==> src/rtl/etapa_wb_pkg.sv <==
// rtl/etapa_wb_pkg.sv - shared write-back encodings and default geometry
//   WB_SRC_*       : sel_wb encodings shared with the decoder and the MEM stage
//   WB_*_DEF       : default element width, register address width and lane count
//   WB_IMM_W       : width of the immediate field carried down the pipe
package etapa_wb_pkg;

  localparam int WB_DATA_W_DEF = 32;
  localparam int WB_ADDR_W_DEF = 3;
  localparam int WB_LANES_DEF  = 4;
  localparam int WB_IMM_W      = 8;

  // 11 is reserved and decodes like WB_SRC_DATA.
  typedef enum logic [1:0] {
    WB_SRC_DATA = 2'b00,
    WB_SRC_MEM  = 2'b01,
    WB_SRC_IMM  = 2'b10,
    WB_SRC_RSVD = 2'b11
  } wb_src_e;

endpackage

==> src/rtl/etapa_wb_registro_memwb.sv <==
// rtl/etapa_wb_registro_memwb.sv - MEM/WB stage register with synchronous active-low clear
//   clk, rst_n                 : clock, synchronous active-low clear
//   wb_en, sel_wb, dir_dest_in : control captured from the MEM stage
//   data_in, inmediate_in      : data captured from the MEM stage
//   en_q, sel_q, dest_q,
//   data_q, imm_q              : registered copies, no enable
import etapa_wb_pkg::*;

module registro_MEMWB #(
  parameter int DATA_W = WB_DATA_W_DEF,
  parameter int ADDR_W = WB_ADDR_W_DEF
) (
  input  logic                clk,
  input  logic                rst_n,
  input  logic                wb_en,
  input  logic [1:0]          sel_wb,
  input  logic [ADDR_W-1:0]   dir_dest_in,
  input  logic [DATA_W-1:0]   data_in,
  input  logic [WB_IMM_W-1:0] inmediate_in,
  output logic                en_q,
  output logic [1:0]          sel_q,
  output logic [ADDR_W-1:0]   dest_q,
  output logic [DATA_W-1:0]   data_q,
  output logic [WB_IMM_W-1:0] imm_q
);

  always_ff @(posedge clk) begin
    if (!rst_n) begin
      en_q   <= 1'b0;
      sel_q  <= WB_SRC_DATA;
      dest_q <= '0;
      data_q <= '0;
      imm_q  <= '0;
    end else begin
      en_q   <= wb_en;
      sel_q  <= sel_wb;
      dest_q <= dir_dest_in;
      data_q <= data_in;
      imm_q  <= inmediate_in;
    end
  end

endmodule

==> src/rtl/etapa_wb.sv <==
// rtl/etapa_wb.sv - write-back stage: MEM/WB register, source mux, vector-load lane sequencer
//   clk, rst_n          : clock, synchronous active-low reset
//   data_in, mem_q      : ALU/data path value, RAM read data (valid in the write cycle)
//   inmediate_in        : 8-bit immediate, zero-extended when selected
//   dir_dest_in, wb_en,
//   sel_wb, vload       : beat control from the MEM stage
//   wr_en, wr_addr,
//   wr_lane, wr_data    : register-file write port
//   vec_done, seq_err   : pulses on final lane write / aborted vector load
//   busy                : vector load in progress
//   Optional macro WB_FWD_EN adds fwd_valid/fwd_addr/fwd_lane/fwd_data mirrors of the write port.
import etapa_wb_pkg::*;

module etapa_wb #(
  parameter int  DATA_W = WB_DATA_W_DEF,
  parameter int  ADDR_W = WB_ADDR_W_DEF,
  parameter int  LANES  = WB_LANES_DEF,
  localparam int LANE_W = $clog2(LANES)
) (
  input  logic                clk,
  input  logic                rst_n,
  input  logic [DATA_W-1:0]   data_in,
  input  logic [DATA_W-1:0]   mem_q,
  input  logic [WB_IMM_W-1:0] inmediate_in,
  input  logic [ADDR_W-1:0]   dir_dest_in,
  input  logic                wb_en,
  input  logic [1:0]          sel_wb,
  input  logic                vload,
`ifdef WB_FWD_EN
  output logic                fwd_valid,
  output logic [ADDR_W-1:0]   fwd_addr,
  output logic [LANE_W-1:0]   fwd_lane,
  output logic [DATA_W-1:0]   fwd_data,
`endif
  output logic                wr_en,
  output logic [ADDR_W-1:0]   wr_addr,
  output logic [LANE_W-1:0]   wr_lane,
  output logic [DATA_W-1:0]   wr_data,
  output logic                vec_done,
  output logic                seq_err,
  output logic                busy
);

  localparam logic [LANE_W-1:0] LAST_LANE = LANE_W'(LANES - 1);

  logic [1:0]          sel_q;
  logic [DATA_W-1:0]   data_q;
  logic [WB_IMM_W-1:0] imm_q;

  registro_MEMWB #(
    .DATA_W (DATA_W),
    .ADDR_W (ADDR_W)
  ) u_registro_memwb (
    .clk          (clk),
    .rst_n        (rst_n),
    .wb_en        (wb_en),
    .sel_wb       (sel_wb),
    .dir_dest_in  (dir_dest_in),
    .data_in      (data_in),
    .inmediate_in (inmediate_in),
    .en_q         (wr_en),
    .sel_q        (sel_q),
    .dest_q       (wr_addr),
    .data_q       (data_q),
    .imm_q        (imm_q)
  );

  // mem_q is the RAM's own registered read, so it is used unregistered here.
  always_comb begin
    wr_data = data_q;
    case (sel_q)
      WB_SRC_MEM: wr_data = mem_q;
      WB_SRC_IMM: wr_data = {{(DATA_W - WB_IMM_W){1'b0}}, imm_q};
      default:    wr_data = data_q;
    endcase
  end

  // The lane counter is the sequencer state: zero is idle, nonzero is mid-load.
  // vload is consumed here at capture time, so lane and pulses are registered
  // off the same edge as the stage register and line up with wr_en.
  logic [LANE_W-1:0] lane_cnt;
  logic [ADDR_W-1:0] load_dest;

  always_ff @(posedge clk) begin
    if (!rst_n) begin
      lane_cnt  <= '0;
      load_dest <= '0;
      wr_lane   <= '0;
      vec_done  <= 1'b0;
      seq_err   <= 1'b0;
    end else begin
      wr_lane  <= '0;
      vec_done <= 1'b0;
      seq_err  <= 1'b0;
      if (wb_en) begin
        if (vload) begin
          load_dest <= dir_dest_in;
          if ((lane_cnt != '0) && (dir_dest_in != load_dest)) begin
            // New destination mid-load: this beat starts a fresh vector.
            seq_err  <= 1'b1;
            lane_cnt <= LANE_W'(1);
          end else begin
            wr_lane <= lane_cnt;
            if (lane_cnt == LAST_LANE) begin
              lane_cnt <= '0;
              vec_done <= 1'b1;
            end else begin
              lane_cnt <= lane_cnt + LANE_W'(1);
            end
          end
        end else begin
          // Scalar beat; it aborts any partial vector load.
          seq_err  <= (lane_cnt != '0);
          lane_cnt <= '0;
        end
      end
    end
  end

  assign busy = (lane_cnt != '0);

`ifdef WB_FWD_EN
  assign fwd_valid = wr_en;
  assign fwd_addr  = wr_addr;
  assign fwd_lane  = wr_lane;
  assign fwd_data  = wr_data;
`endif

endmodule

==> config.mk <==
export PLATFORM = sky130hd
export DESIGN_NAME = etapa_wb
export DESIGN_NICKNAME = d
export VERILOG_FILES = /design/src/rtl/etapa_wb_pkg.sv /design/src/rtl/etapa_wb_registro_memwb.sv /design/src/rtl/etapa_wb.sv
export SDC_FILE = /design/constraint.sdc
export NUM_CORES = 1
export LEC_CHECK = 0
export ABC_AREA = 1
export ABC_CLOCK_PERIOD_IN_PS = 4100
export BUFFER_PORTS_ARGS = -buffer_cell sky130_fd_sc_hd__buf_2
export CAP_MARGIN = 30
export CORE_MARGIN = 2
export CORE_UTILIZATION = 45
export DETAILED_ROUTE_END_ITERATION = 10
export GPL_TIMING_DRIVEN = 0
export PLACE_DENSITY = 0.83
export SYNTH_ARGS = -nofsm -noshare
export SYNTH_HDL_FRONTEND = slang
export SYNTH_HIERARCHICAL = 1
export SYNTH_SLANG_ARGS = --single-unit
export TNS_END_PERCENT = 10
==> constraint.sdc <==
create_clock -name clk -period 4.1 [get_ports clk]
set_clock_uncertainty 0.2 [all_clocks]
set_input_delay 0.615 -clock clk [delete_from_list [all_inputs] [get_ports clk]]
set_output_delay 0.615 -clock clk [all_outputs]
set_load 0.05 [all_outputs]
# [Word level (Yosys, flattened, before mapping)]
# Index checks and enable logic that the tools add are counted.
[totals] output_inout_bits=41 inputBits=81 regBits=55
[op_classes] n_addsub=1 n_reduce_logical=5 n_mux=7 n_bitwise=3 n_eq_ne=4
[op_table] operator="$pmux 32 s2" count=1
[op_table] operator="$mux 2" count=3
[op_table] operator="$eq 2x2->1 const B" count=2
[op_table] operator="$reduce_and 2->1" count=2
[op_table] operator="$reduce_or 4->1" count=1
[op_table] operator="$mux 1" count=3
[op_table] operator="$ne 3x3->1" count=1
[op_table] operator="$not 1->1" count=3
[op_table] operator="$add 2x1->2 const B" count=1
[op_table] operator="$eq 2x1->1 const B" count=1
[op_table] operator="$reduce_bool 2->1" count=1
[op_table] operator="$logic_and 1x1->1" count=1

# [Longest topological paths before layout]
# Gate-level depths: netlist of run 1.
[logic_depth] depth_word=4 ltp_mapped=8

# [Modules after synthesis]
# Netlist of run 1, hierarchy kept.
[modules_own_cells] mod="registro_MEMWB" instances=1 area_per_inst_um2=1318.8 cells_per_inst=143
[modules_own_cells] mod="etapa_wb" instances=1 area_per_inst_um2=963.4 cells_per_inst=177

# [Worst setup path after synthesis of run 1]
# Ideal clock, no wire load.
[synth_timing] kind="register to output" start="reg u_registro_memwb.sel_q[0]" end="out wr_data[4]" path_slack_ns=1.852 t_arrival_ns=1.433 path_stages_with_launch=8 path_cell_list="dfxtp_1 -> inv_1 -> ha_1 -> buf_2 -> inv_2 -> buf_4 -> nand3_1 -> nand3_1"
[synth_between] elab_chain_cells=2 word_cells_on_any_way=3
[synth_lines] element="from (decl)" line="etapa_wb_registro_memwb.sv:21" rtl="output logic [1:0] sel_q,"
[synth_lines] element="from (signal assigned)" line="etapa_wb_registro_memwb.sv:36" rtl="sel_q <= sel_wb;"
[synth_lines] element="$eq 2x2->1 / $eq 2x1->1 (equally long branches)" line="etapa_wb.sv:71" rtl="case (sel_q)"
[synth_lines] element="$pmux 32 s2 *" line="etapa_wb.sv:71"
[synth_lines] element="to (decl)" line="etapa_wb.sv:38" rtl="output logic [DATA_W-1:0] wr_data,"
# Every way passes the cells marked *; elsewhere a longest branch is shown, timed or not.

# [Worst setup path after layout of run 1]
[layout_timing] start="reg u_registro_memwb.sel_q[0]" end="out wr_data[7]"
# Same word-level chain as after synthesis.

==> results of run 1 <==
==> routing by layer <==
metal	vias up	track usage (%)	share of wire, %
met2	68	34.4	52
met1	1013	20.2	41
met3	5	6.16	7.1
met5	-	0	0
met4	0	5.46	0.91
li1	1205	-	-
==> cell usage in the layout, fill, tap and decap left out <==
cell type,n
a21oi_1,3
buf_2,128
buf_4,5
buf_6,4
clkbuf_1,3
clkbuf_8,5
clkinv_2,1
dfxtp_1,55
ha_1,4
inv_1,59
inv_2,1
nand2_1,116
nand2_2,2
nand3_1,51
nand4_1,2
nor2_1,5
nor2_4,1
o21ai_0,3
xnor2_1,1
==> critical path: cells and delay by family (launching register included) <==
kind | cells | cell delay [ns]
AND/OR/NAND/NOR | 2 | 0.17
flip-flops | 1 | 0.34
buffers and inverters | 5 | 0.72
adder cells (fa/ha/maj) | 1 | 0.28
==> sequential cells by signal, summed over array words and instances, names as in the netlist <==
signal                   count
wr_lane                      2
u_registro_memwb/imm_q       8
seq_err                      1
u_registro_memwb/sel_q       2
load_dest                    3
u_registro_memwb/en_q        1
vec_done                     1
u_registro_memwb/dest_q      3
lane_cnt                     2
u_registro_memwb/data_q     32
==> logic make-up (layout without fill, tap and decap cells) <==
kind of cell	after synthesis	in the layout
buffers and inverters	77	206
AOI/OAI and AO/OA	6	6
and+or+nand+nor	177	177
xor gates and xnor gates	1	1
adders and majority gates	4	4
DFF	55	55
==> where the power goes <==
group | leakage (nW) | internal [mW] | switching, mW
combinational | 1.47 | 0.0862 | 0.193
clock | 0.0422 | 0.120 | 0.160
sequential | 0.457 | 0.561 | 0.00789
==> area by class of cell <==
class	instances	area [um^2]	area share, %
Clock buffer	7	76.3	2.50
Inverter	60	225	7.38
Clock inverter	1	5.00	0.164
Timing Repair Buffer	121	606	19.8
Buffer	17	121	3.98
Tap cell	67	83.8	2.75
Sequential cell	55	1100	36.1
Multi-Input combinational cell	188	835	27.3
==> metrics by stage <==
step           cells  hold WS (ns)  setup slack (ns)  util [%]  power (mW)
2_1_floorplan    320         0.244              1.85         -       0.773
3_3_place_gp     508         0.251              1.80      61.7       0.857
3_5_place_dp     508         0.267              1.77      61.7       0.863
4_1_cts          516         0.281              1.43      63.4        1.14
5_1_grt          516         0.283              1.31      63.4        1.18
6_report         516         0.275              1.45      63.4        1.13
==> worst max-delay path by stage <==
stage | startpoint | endpoint | slack (ns) | depth (start not counted)
after detailed placement | u_registro_memwb/sel_q[0] | wr_data[7] | 1.77 | 8
after floorplan | u_registro_memwb/sel_q[0] | wr_data[4] | 1.85 | 7
after global routing | u_registro_memwb/sel_q[0] | wr_data[28] | 1.31 | 8
final | u_registro_memwb/sel_q[0] | wr_data[7] | 1.45 | 8
after CTS | u_registro_memwb/sel_q[0] | wr_data[7] | 1.43 | 8
after global placement | u_registro_memwb/sel_q[0] | wr_data[7] | 1.80 | 8
==> reports/results.txt, run 1 <==
Outcome: completed
DRT antenna net count: 0
CTS Buffer Depth: 2
Core area: 4820 um^2
Seq cells post-synth: 55
RSZ-0062 raised after global routing: no
Post-Synth Simple-Gate Area: 32.7%
CTS Hold Bufs: 0
Post-Synth Adder-Cell Area: 2.19%
Dominant cells by area after synthesis: dfxtp_1 (48%), nand2_1 (19%), nand3_1 (11%), inv_1 (9.7%), ha_1 (2.2%)
Dpl cell area: 2970 um^2
Period minus WS final: 2.65 ns
CP max stage delay: 0.34 ns
Largest family of logic cells by synthesized area: simple AND/OR/NAND/NOR gates
CP Capture Type: primary output
Antenna Diode Count: 0
Mapped Avg Cell Area: 7.13 um^2
Hold endpoint: load_dest[0]
Wire length per cell: 10.6 um
Peak supply drop: 0.244 mV
H-tree levels: 2
# Post-CTS Setup Buffers: 0
Commonest cells post-synth: nand2_1 (116), inv_1 (59), dfxtp_1 (55)
Achievable frequency: 377 MHz
P&R area growth vs syn: 33.8%
Endpoints failing setup: 0
Max cap viols: 0
Yosys warns: 6
Mux contribution to synthesized area: 0%
R2r setup slk: 2.85 ns
CTS sink cnt: 55
RR Startpoint: lane_cnt[0]
Layout cells sized above 1: 32.7%
Predominant post-synthesis flop cell: dfxtp_1
Post-synthesis xor/xnor area fraction: 0.384%
Yosys top cell by area: dfxtp_1
Hold crit path type: reg -> reg
Yosys top cell area share: 48.2%
Floorplan row count: 25
First-pass GRT wire length: 7.96 mm
Synthesized area: 2280 um^2
Net count after synthesis: 405
Clock transition at the registers of the reported paths: 0.09 ns
Post-synthesis cell count: 320
Root buf cell: clkbuf_8
Worst R2R End: lane_cnt[1]
Most common cell in the synthesized netlist: nand2_1
GRT Resource Usage Total: 18.6%
Antenna violations before repair: 0
Slew @ Worst Pin: 0.360 ns
I/O Pins: 122
Iter 0 DRT Violations: 60
DR vias: 2,291
Setup TNS: 0 ns
DIE HEIGHT: 75.2 um
Required @ worst endpoint: 3.28 ns
GRT overflow: 0
Post-CTS Resized: 0
Library cells used by synthesis: 17
FF-to-FF path depth: 6
Final Cycle Share: 64.6%
Data arrival, critical path: 1.84 ns
PwrDens: 370 nW/um^2
PortBufs: 121
Final slew viol count: 0
Initial Utilization: 47.4%
DR pass1 iterations: 4
Pleak: 1.97 nW
Num CTS Buffers: 5
Worst-Skew Late Latency: 0.30 ns
DP HPWL: 4.32 mm
WS Path Type: reg -> out
Async SR Flop Fraction: 0%
Critical path peak fanout: 10
Relative slew margins: 76.0%
Sequential-to-total area share from yosys stat: 48.2%
Hold Crit Start: load_dest[0]
CP cell instances: inv_1, ha_1, buf_2, inv_2, buf_4, nand3_1, nand3_1, buf_2
Fillers: 463
Cell area after layout: 3050 um^2
Number of synthesized flops with an enable pin: 0
Die X-Extent: 75.2 um
Setup crit start kind: flip-flop
Pin count of the biggest net entering global routing: 16
Hold Fails Final Rpt: 0
Vias per std cell: 4.44
Final layout net count: 533
Drt total wl: 5.48 mm
Crit-path slowest cell: dfxtp_1
Gpl congestion: 0.720
Number of global-route vias before repair: 1,955
CTS tree: yes
Compound-cell area share of the yosys netlist: 1.32%
DRC viols: 0
Die area: 5660 um^2
Worst hold path depth: 2
Power figures use the tool's default switching activity.
==> run 2, diff against run 1 <==
--- a/config.mk
+++ b/config.mk
@@ -6,14 +6,14 @@
 export NUM_CORES = 1
 export LEC_CHECK = 0
 export ABC_AREA = 1
-export ABC_CLOCK_PERIOD_IN_PS = 4100
+export ABC_CLOCK_PERIOD_IN_PS = 2650
 export BUFFER_PORTS_ARGS = -buffer_cell sky130_fd_sc_hd__buf_2
 export CAP_MARGIN = 30
 export CORE_MARGIN = 2
-export CORE_UTILIZATION = 45
+export CORE_UTILIZATION = 44
 export DETAILED_ROUTE_END_ITERATION = 10
 export GPL_TIMING_DRIVEN = 0
-export PLACE_DENSITY = 0.83
+export PLACE_DENSITY = 0.82
 export SYNTH_ARGS = -nofsm -noshare
 export SYNTH_HDL_FRONTEND = slang
 export SYNTH_HIERARCHICAL = 1
==> constraint.sdc (replaced) <==
create_clock -name clk -period 2.65 [get_ports clk]
set_clock_uncertainty 0.2 [all_clocks]
set_input_delay 0.3975 -clock clk [delete_from_list [all_inputs] [get_ports clk]]
set_output_delay 0.3975 -clock clk [all_outputs]
set_load 0.05 [all_outputs]
==> run 2 against run 1 <==
Critical path depth did not move. First-iteration DRC count rose by 48%. Sequential share of layout area is 0.47 points lower. Hold slack lost 0.20 ns. Clock-buffer cell count shrank 1. Combinational power grew 55%. Setup slack worse by 1.2 ns. Global-route usage grew 0.82 points. Flip-flop and latch count did not move. Via count decreased by 0.92%. Critical path type unchanged.
==> reports/results.txt, run 2 (synthesis gave the netlist of run 1 again) <==
Outcome: completed (unchanged)
Biggest regs: u_registro_memwb/data_q (32), u_registro_memwb/imm_q (8) (unchanged)
Iter 0 DRT Violations: 89 (was 60)
Cell Count, Final, Fillers Out: 519 (was 516)
Total design power: 1.87 mW (was 1.13 mW)
Setup crit start kind: flip-flop (unchanged)
DR pass1 iterations: 4 (unchanged)
Max reg flops: 32 (unchanged)
Hold Fails Final Rpt: 0 (unchanged)
Antenna violations before repair: 0 (unchanged)
Initial Utilization: 45.3% (was 47.4%)
R2r setup slk: 1.39 ns (was 2.85 ns)
H-tree levels: 2 (unchanged)
GRT Resource Usage Total: 19.4% (was 18.6%)
First-pass GRT wire length: 9.16 mm (was 7.96 mm)
Critical path peak fanout: 10 (unchanged)
Wire length per cell: 10.5 um (was 10.6 um)
WS Path Type: reg -> out (unchanged)
Pin count of the biggest net entering global routing: 17 (was 16)
Worst-Skew Late Latency: 0.30 ns (about the same)
Setup TNS: 0 ns (unchanged)
Final Cycle Share: 90.3%
Hold crit path type: in -> reg (was reg -> reg)
Biggest register: u_registro_memwb/data_q (unchanged)
Placed cells: 511 (was 508)
Relative slew margins: 75.5% (was 76.0%)
CTS Hold Bufs: 0 (unchanged)
Achievable frequency: 418 MHz
CP Capture Type: primary output (unchanged)
CTS tree: yes (unchanged)
PortBufs: 121 (unchanged)
Data arrival, critical path: 1.79 ns (was 1.84 ns)
DIE HEIGHT: 76.0 um (was 75.2 um)
Number of global-route vias before repair: 2,170 (was 1,955)
P&R area growth vs syn: 35.5% (was 33.8%)
RSZ-0062 raised after global routing: no (unchanged)
Required @ worst endpoint: 2.05 ns (was 3.28 ns)
FF-to-FF path depth: 6 (unchanged)
Worst R2R End: wr_lane[0] (was lane_cnt[1])
WHS: 0.0738 ns (was 0.275 ns)
Die area: 5780 um^2 (was 5660 um^2)
Post-CTS Resized: 0 (unchanged)
Peak supply drop: 0.287 mV (was 0.244 mV)
CTS sink cnt: 55 (unchanged)
Die X-Extent: 76.0 um (was 75.2 um)
Period minus WS final: 2.39 ns
Slew @ Worst Pin: 0.367 ns (was 0.360 ns)
Core area: 5040 um^2 (was 4820 um^2)
Layout cells sized above 1: 33.2% (was 32.7%)
I/O Pins: 122 (unchanged)
Worst hold path depth: 3 (was 2)
Floorplan row count: 26 (was 25)
Commonest non-fill, non-tap cell in the layout: buf_2 (unchanged)
Most frequent cells in the layout: buf_2 (128), nand2_1 (116), inv_1 (59) (unchanged)
DRC viols: 0 (unchanged)
Hold Crit Start: data_in[26] (was load_dest[0])
# Post-CTS Setup Buffers: 0 (unchanged)
RR Startpoint: lane_cnt[0] (unchanged)
CTS Buffer Depth: 2 (unchanged)
Vias per std cell: 4.37 (was 4.44)
Num CTS Buffers: 5 (unchanged)
GRT overflow: 0 (unchanged)
DR vias: 2,270 (was 2,291)
Final slew viol count: 0 (unchanged)
Drt total wl: 5.45 mm (was 5.48 mm)
Gpl congestion: 0.822 (was 0.720)
Pleak: 1.99 nW (was 1.97 nW)
Antenna Diode Count: 0 (unchanged)
Hold endpoint: u_registro_memwb/data_q[26] (was load_dest[0])
DP HPWL: 4.28 mm (was 4.32 mm)
Final layout net count: 533 (unchanged)
DRT antenna net count: 0 (unchanged)
PwrDens: 606 nW/um^2 (was 370 nW/um^2)
Max cap viols: 0 (unchanged)
Clock transition at the registers of the reported paths: 0.09 ns (about the same)
Dpl cell area: 2980 um^2 (was 2970 um^2)
Root buf cell: clkbuf_8 (unchanged)
Endpoints failing setup: 0 (unchanged)
Cell area after layout: 3090 um^2 (was 3050 um^2)
-- run 2: per-layer routing --
layer / vias up / global-route usage [%] / share of wire [%]
met4: 0 / 6.55 / 1.3
li1: 1204 / - / -
met2: 70 / 36.3 / 50
met5: - / 0 / 0
met1: 987 / 21.3 / 42
met3: 9 / 5.09 / 6.6
-- run 2: power breakdown --
group | total [mW] | switching, mW | internal (mW)
clock network | 0.559 | 0.254 | 0.306
registers | 0.881 | 0.0124 | 0.868
logic | 0.433 | 0.299 | 0.133
-- run 2: critical path, cell delays in order, from the launching register on --
cell and delay, ns:
dfxtp_1 0.34, inv_1 0.04, ha_1 0.27, buf_2 0.16, inv_2 0.08, buf_4 0.17, nand3_1 0.08, nand3_1 0.09
buf_2 0.26
-- run 2: how the worst max path moves through the flow --
stage / startpoint / endpoint / slack (ns) / cells after the start
finish: u_registro_memwb/sel_q[0] / wr_data[2] / 0.26 / 8
global route: u_registro_memwb/sel_q[0] / wr_data[0] / 0.10 / 8
floorplan: u_registro_memwb/sel_q[0] / wr_data[4] / 0.62 / 7
detailed placement: u_registro_memwb/sel_q[0] / wr_data[3] / 0.58 / 8
global placement: u_registro_memwb/sel_q[0] / wr_data[7] / 0.57 / 8
CTS: u_registro_memwb/sel_q[0] / wr_data[1] / 0.24 / 8
-- run 2: layout make-up --
| class | count | area, um^2 |
|---|---|---|
| plain buffers | 17 | 121 |
| clock buffers | 6 | 82.6 |
| clock inverters | 2 | 35.0 |
| fillers | 472 | 1950 |
| inverters | 60 | 225 |
| multi-input cells | 188 | 835 |
| flip-flops and latches | 55 | 1100 |
| well taps | 70 | 87.6 |
| repair buffers | 121 | 606 |
-- run 2: through the flow --
step                      setup slack (ns)  util (%)
after detailed placement             0.576      59.0
after floorplan                      0.619         -
final                                0.258      61.3
after CTS                            0.236      61.3
after global routing                 0.101      61.3
after global placement               0.573      59.0
==> run 3, diff against run 2 <==
--- a/config.mk
+++ b/config.mk
@@ -6,14 +6,14 @@
 export NUM_CORES = 1
 export LEC_CHECK = 0
 export ABC_AREA = 1
-export ABC_CLOCK_PERIOD_IN_PS = 2650
+export ABC_CLOCK_PERIOD_IN_PS = 2200
 export BUFFER_PORTS_ARGS = -buffer_cell sky130_fd_sc_hd__buf_2
 export CAP_MARGIN = 30
 export CORE_MARGIN = 2
-export CORE_UTILIZATION = 44
+export CORE_UTILIZATION = 40
 export DETAILED_ROUTE_END_ITERATION = 10
 export GPL_TIMING_DRIVEN = 0
-export PLACE_DENSITY = 0.82
+export PLACE_DENSITY = 0.78
 export SYNTH_ARGS = -nofsm -noshare
 export SYNTH_HDL_FRONTEND = slang
 export SYNTH_HIERARCHICAL = 1
==> constraint.sdc (replaced) <==
create_clock -name clk -period 2.2 [get_ports clk]
set_clock_uncertainty 0.2 [all_clocks]
set_input_delay 0.33 -clock clk [delete_from_list [all_inputs] [get_ports clk]]
set_output_delay 0.33 -clock clk [all_outputs]
set_load 0.05 [all_outputs]
==> run 3 against run 2 <==
Global-route usage rose by 0.53 points. Largest power group unchanged. Critical path depth shrank 1. Total power grew 24%. Flip-flop and latch count is the same. Hold slack got worse by 0.066 ns. Routed wire length up 13%. Core utilization grew 0.60 points. Sequential share of layout area shrank 3.3 points.
==> reports/results.txt, run 3 (synthesis gave the netlist of run 1 again) <==
Clock transition at the registers of the reported paths: 0.09 ns (about the same)
Die X-Extent: 79.5 um (was 76.0 um)
Pleak: 2.08 nW (was 1.99 nW)
Placed cells: 513 (was 511)
Final Cycle Share: 94.9%
Period minus WS final: 2.09 ns
Initial Utilization: 41.4% (was 45.3%)
Total design power: 2.33 mW (was 1.87 mW)
CP Capture Type: primary output (unchanged)
DR pass1 iterations: 4 (unchanged)
DRC viols: 0 (unchanged)
Crit-path slowest cell: dfxtp_2 (was dfxtp_1)
Slew @ Worst Pin: 0.259 ns (was 0.367 ns)
DP HPWL: 4.34 mm (was 4.28 mm)
Layout cells sized above 1: 33.1% (was 33.2%)
Outcome: completed (unchanged)
Relative slew margins: 82.7% (was 75.5%)
Floorplan row count: 27 (was 26)
RSZ-0062 raised after global routing: no (unchanged)
Max cap viols: 0 (unchanged)
Setup crit start kind: flip-flop (unchanged)
CP cell instances: inv_1, ha_4, inv_4, buf_4, nand3_1, nand3_1, buf_4 (was inv_1, ha_1, buf_2, inv_2, buf_4, nand3_1, nand3_1, buf_2)
Final slew viol count: 0 (unchanged)
I/O Pins: 122 (unchanged)
Num CTS Buffers: 5 (unchanged)
First-pass GRT wire length: 9.78 mm (was 9.16 mm)
Worst path bufs/invs: 4 (was 5)
WS Path Type: reg -> out (unchanged)
Delay-heaviest family, CP: buffers and inverters (unchanged)
Commonest non-fill, non-tap cell in the layout: nand2_1 (was buf_2)
DR vias: 2,368 (was 2,270)
CTS tree: yes (unchanged)
Vias per std cell: 4.48 (was 4.37)
Gpl congestion: 0.771 (was 0.822)
Dpl cell area: 2980 um^2 (about the same)
Drt total wl: 6.13 mm (was 5.45 mm)
Final layout net count: 541 (was 533)
GRT overflow: 0 (unchanged)
Hold crit path type: in -> reg (unchanged)
Cell Count, Final, Fillers Out: 528 (was 519)
Peak supply drop: 0.359 mV (was 0.287 mV)
GRT Resource Usage Total: 20.0% (was 19.4%)
PortBufs: 121 (unchanged)
Required @ worst endpoint: 1.67 ns (was 2.05 ns)
P&R area growth vs syn: 49.5% (was 35.5%)
Biggest register: u_registro_memwb/data_q (unchanged)
Endpoints failing setup: 0 (unchanged)
Most frequent cells in the layout: nand2_1 (116), buf_2 (89), inv_1 (59) (was buf_2 (128), nand2_1 (116), inv_1 (59))
Max reg flops: 32 (unchanged)
Setup TNS: 0 ns (unchanged)
Root buf cell: clkbuf_8 (unchanged)
Core area: 5510 um^2 (was 5040 um^2)
DIE HEIGHT: 79.5 um (was 76.0 um)
Die area: 6330 um^2 (was 5780 um^2)
# Post-CTS Setup Buffers: 0 (unchanged)
DRT antenna net count: 0 (unchanged)
Final worst slack: 0.113 ns (was 0.258 ns)
Hold Fails Final Rpt: 0 (unchanged)
Worst-Skew Late Latency: 0.30 ns (about the same)
Pin count of the biggest net entering global routing: 16 (was 17)
Wire length per cell: 11.6 um (was 10.5 um)
CTS sink cnt: 55 (unchanged)
Number of global-route vias before repair: 2,301 (was 2,170)
Setup Slack @ Placement: 0.152 ns (was 0.576 ns)
Critical path peak fanout: 6 (was 10)
Biggest regs: u_registro_memwb/data_q (32), u_registro_memwb/imm_q (8) (unchanged)
Data arrival, critical path: 1.56 ns (was 1.79 ns)
Achievable frequency: 479 MHz
PwrDens: 682 nW/um^2 (was 606 nW/um^2)
CP max stage delay: 0.33 ns (was 0.34 ns)
CTS Buffer Depth: 2 (unchanged)
Iter 0 DRT Violations: 74 (was 89)
Antenna violations before repair: 0 (unchanged)
Antenna Diode Count: 0 (unchanged)
Cell area after layout: 3410 um^2 (was 3090 um^2)
H-tree levels: 2 (unchanged)
[run 3: cell types whose count changed in the layout (fill, tap and decap cells not counted), moves of 2 or more]
cell and change:
buf_2 -39, buf_4 +8, buf_6 +30, dlygate4sd3_1 +9, nand3_1 -2, nand3_2 +2
[run 3: tightest hold or removal path: stages]
cell and delay, ns:
buf_2 0.07, nand2_1 0.04, inv_1 0.04
[run 3: area by class of cell]
class | instances | area [um^2]
inverters | 60 | 228
clock inverters | 1 | 30.0
multi-input cells | 188 | 857
plain buffers | 15 | 150
flip-flops and latches | 55 | 1100
repair buffers | 131 | 881
fillers | 505 | 2100
well taps | 72 | 90.1
clock buffers | 6 | 72.6
[run 3: what timing repair did]
item,4_1_cts,5_1_grt
gates resized for setup,71,9
gates cloned,1,0
hold buffers,7,2
endpoints found under the hold margin,7,2
endpoints found under the setup margin,32,26
[run 3: worst paths after layout]
| check | from | endpoint | slack (ns) | cells after the start |
|---|---|---|---|---|
| setup / recovery | u_registro_memwb/sel_q[0] | wr_data[6] | 0.11 | 7 |
| hold / removal | inmediate_in[0] | u_registro_memwb/imm_q[0] | 0.007 | 3 |
| setup reg to reg | lane_cnt[0] | wr_lane[1] | 0.92 | 6 |
| hold reg to reg | load_dest[2] | load_dest[2] | 0.27 | 2 |
[run 3: power by group]
part / switching, mW / internal, mW
clock: 0.304 / 0.334
sequential: 0.0151 / 1.05
combinational: 0.386 / 0.241
[run 3: per-layer routing]
layer | up-vias | share of wire (%) | global-route usage, %
met5 | - | 0 | 0
met4 | 0 | 1.7 | 7.76
met3 | 12 | 7.7 | 5.88
met2 | 93 | 50 | 35.3
met1 | 1045 | 40 | 22.4
li1 | 1218 | - | -
[run 3: metrics by stage]
stage | hold WS [ns] | util (%)
2_1_floorplan | 0.223 | -
6_report | 0.00742 | 61.9
3_5_place_dp | 0.260 | 54.1
3_3_place_gp | 0.252 | 54.1
4_1_cts | 0.000385 | 61.3
5_1_grt | 0.000697 | 61.9
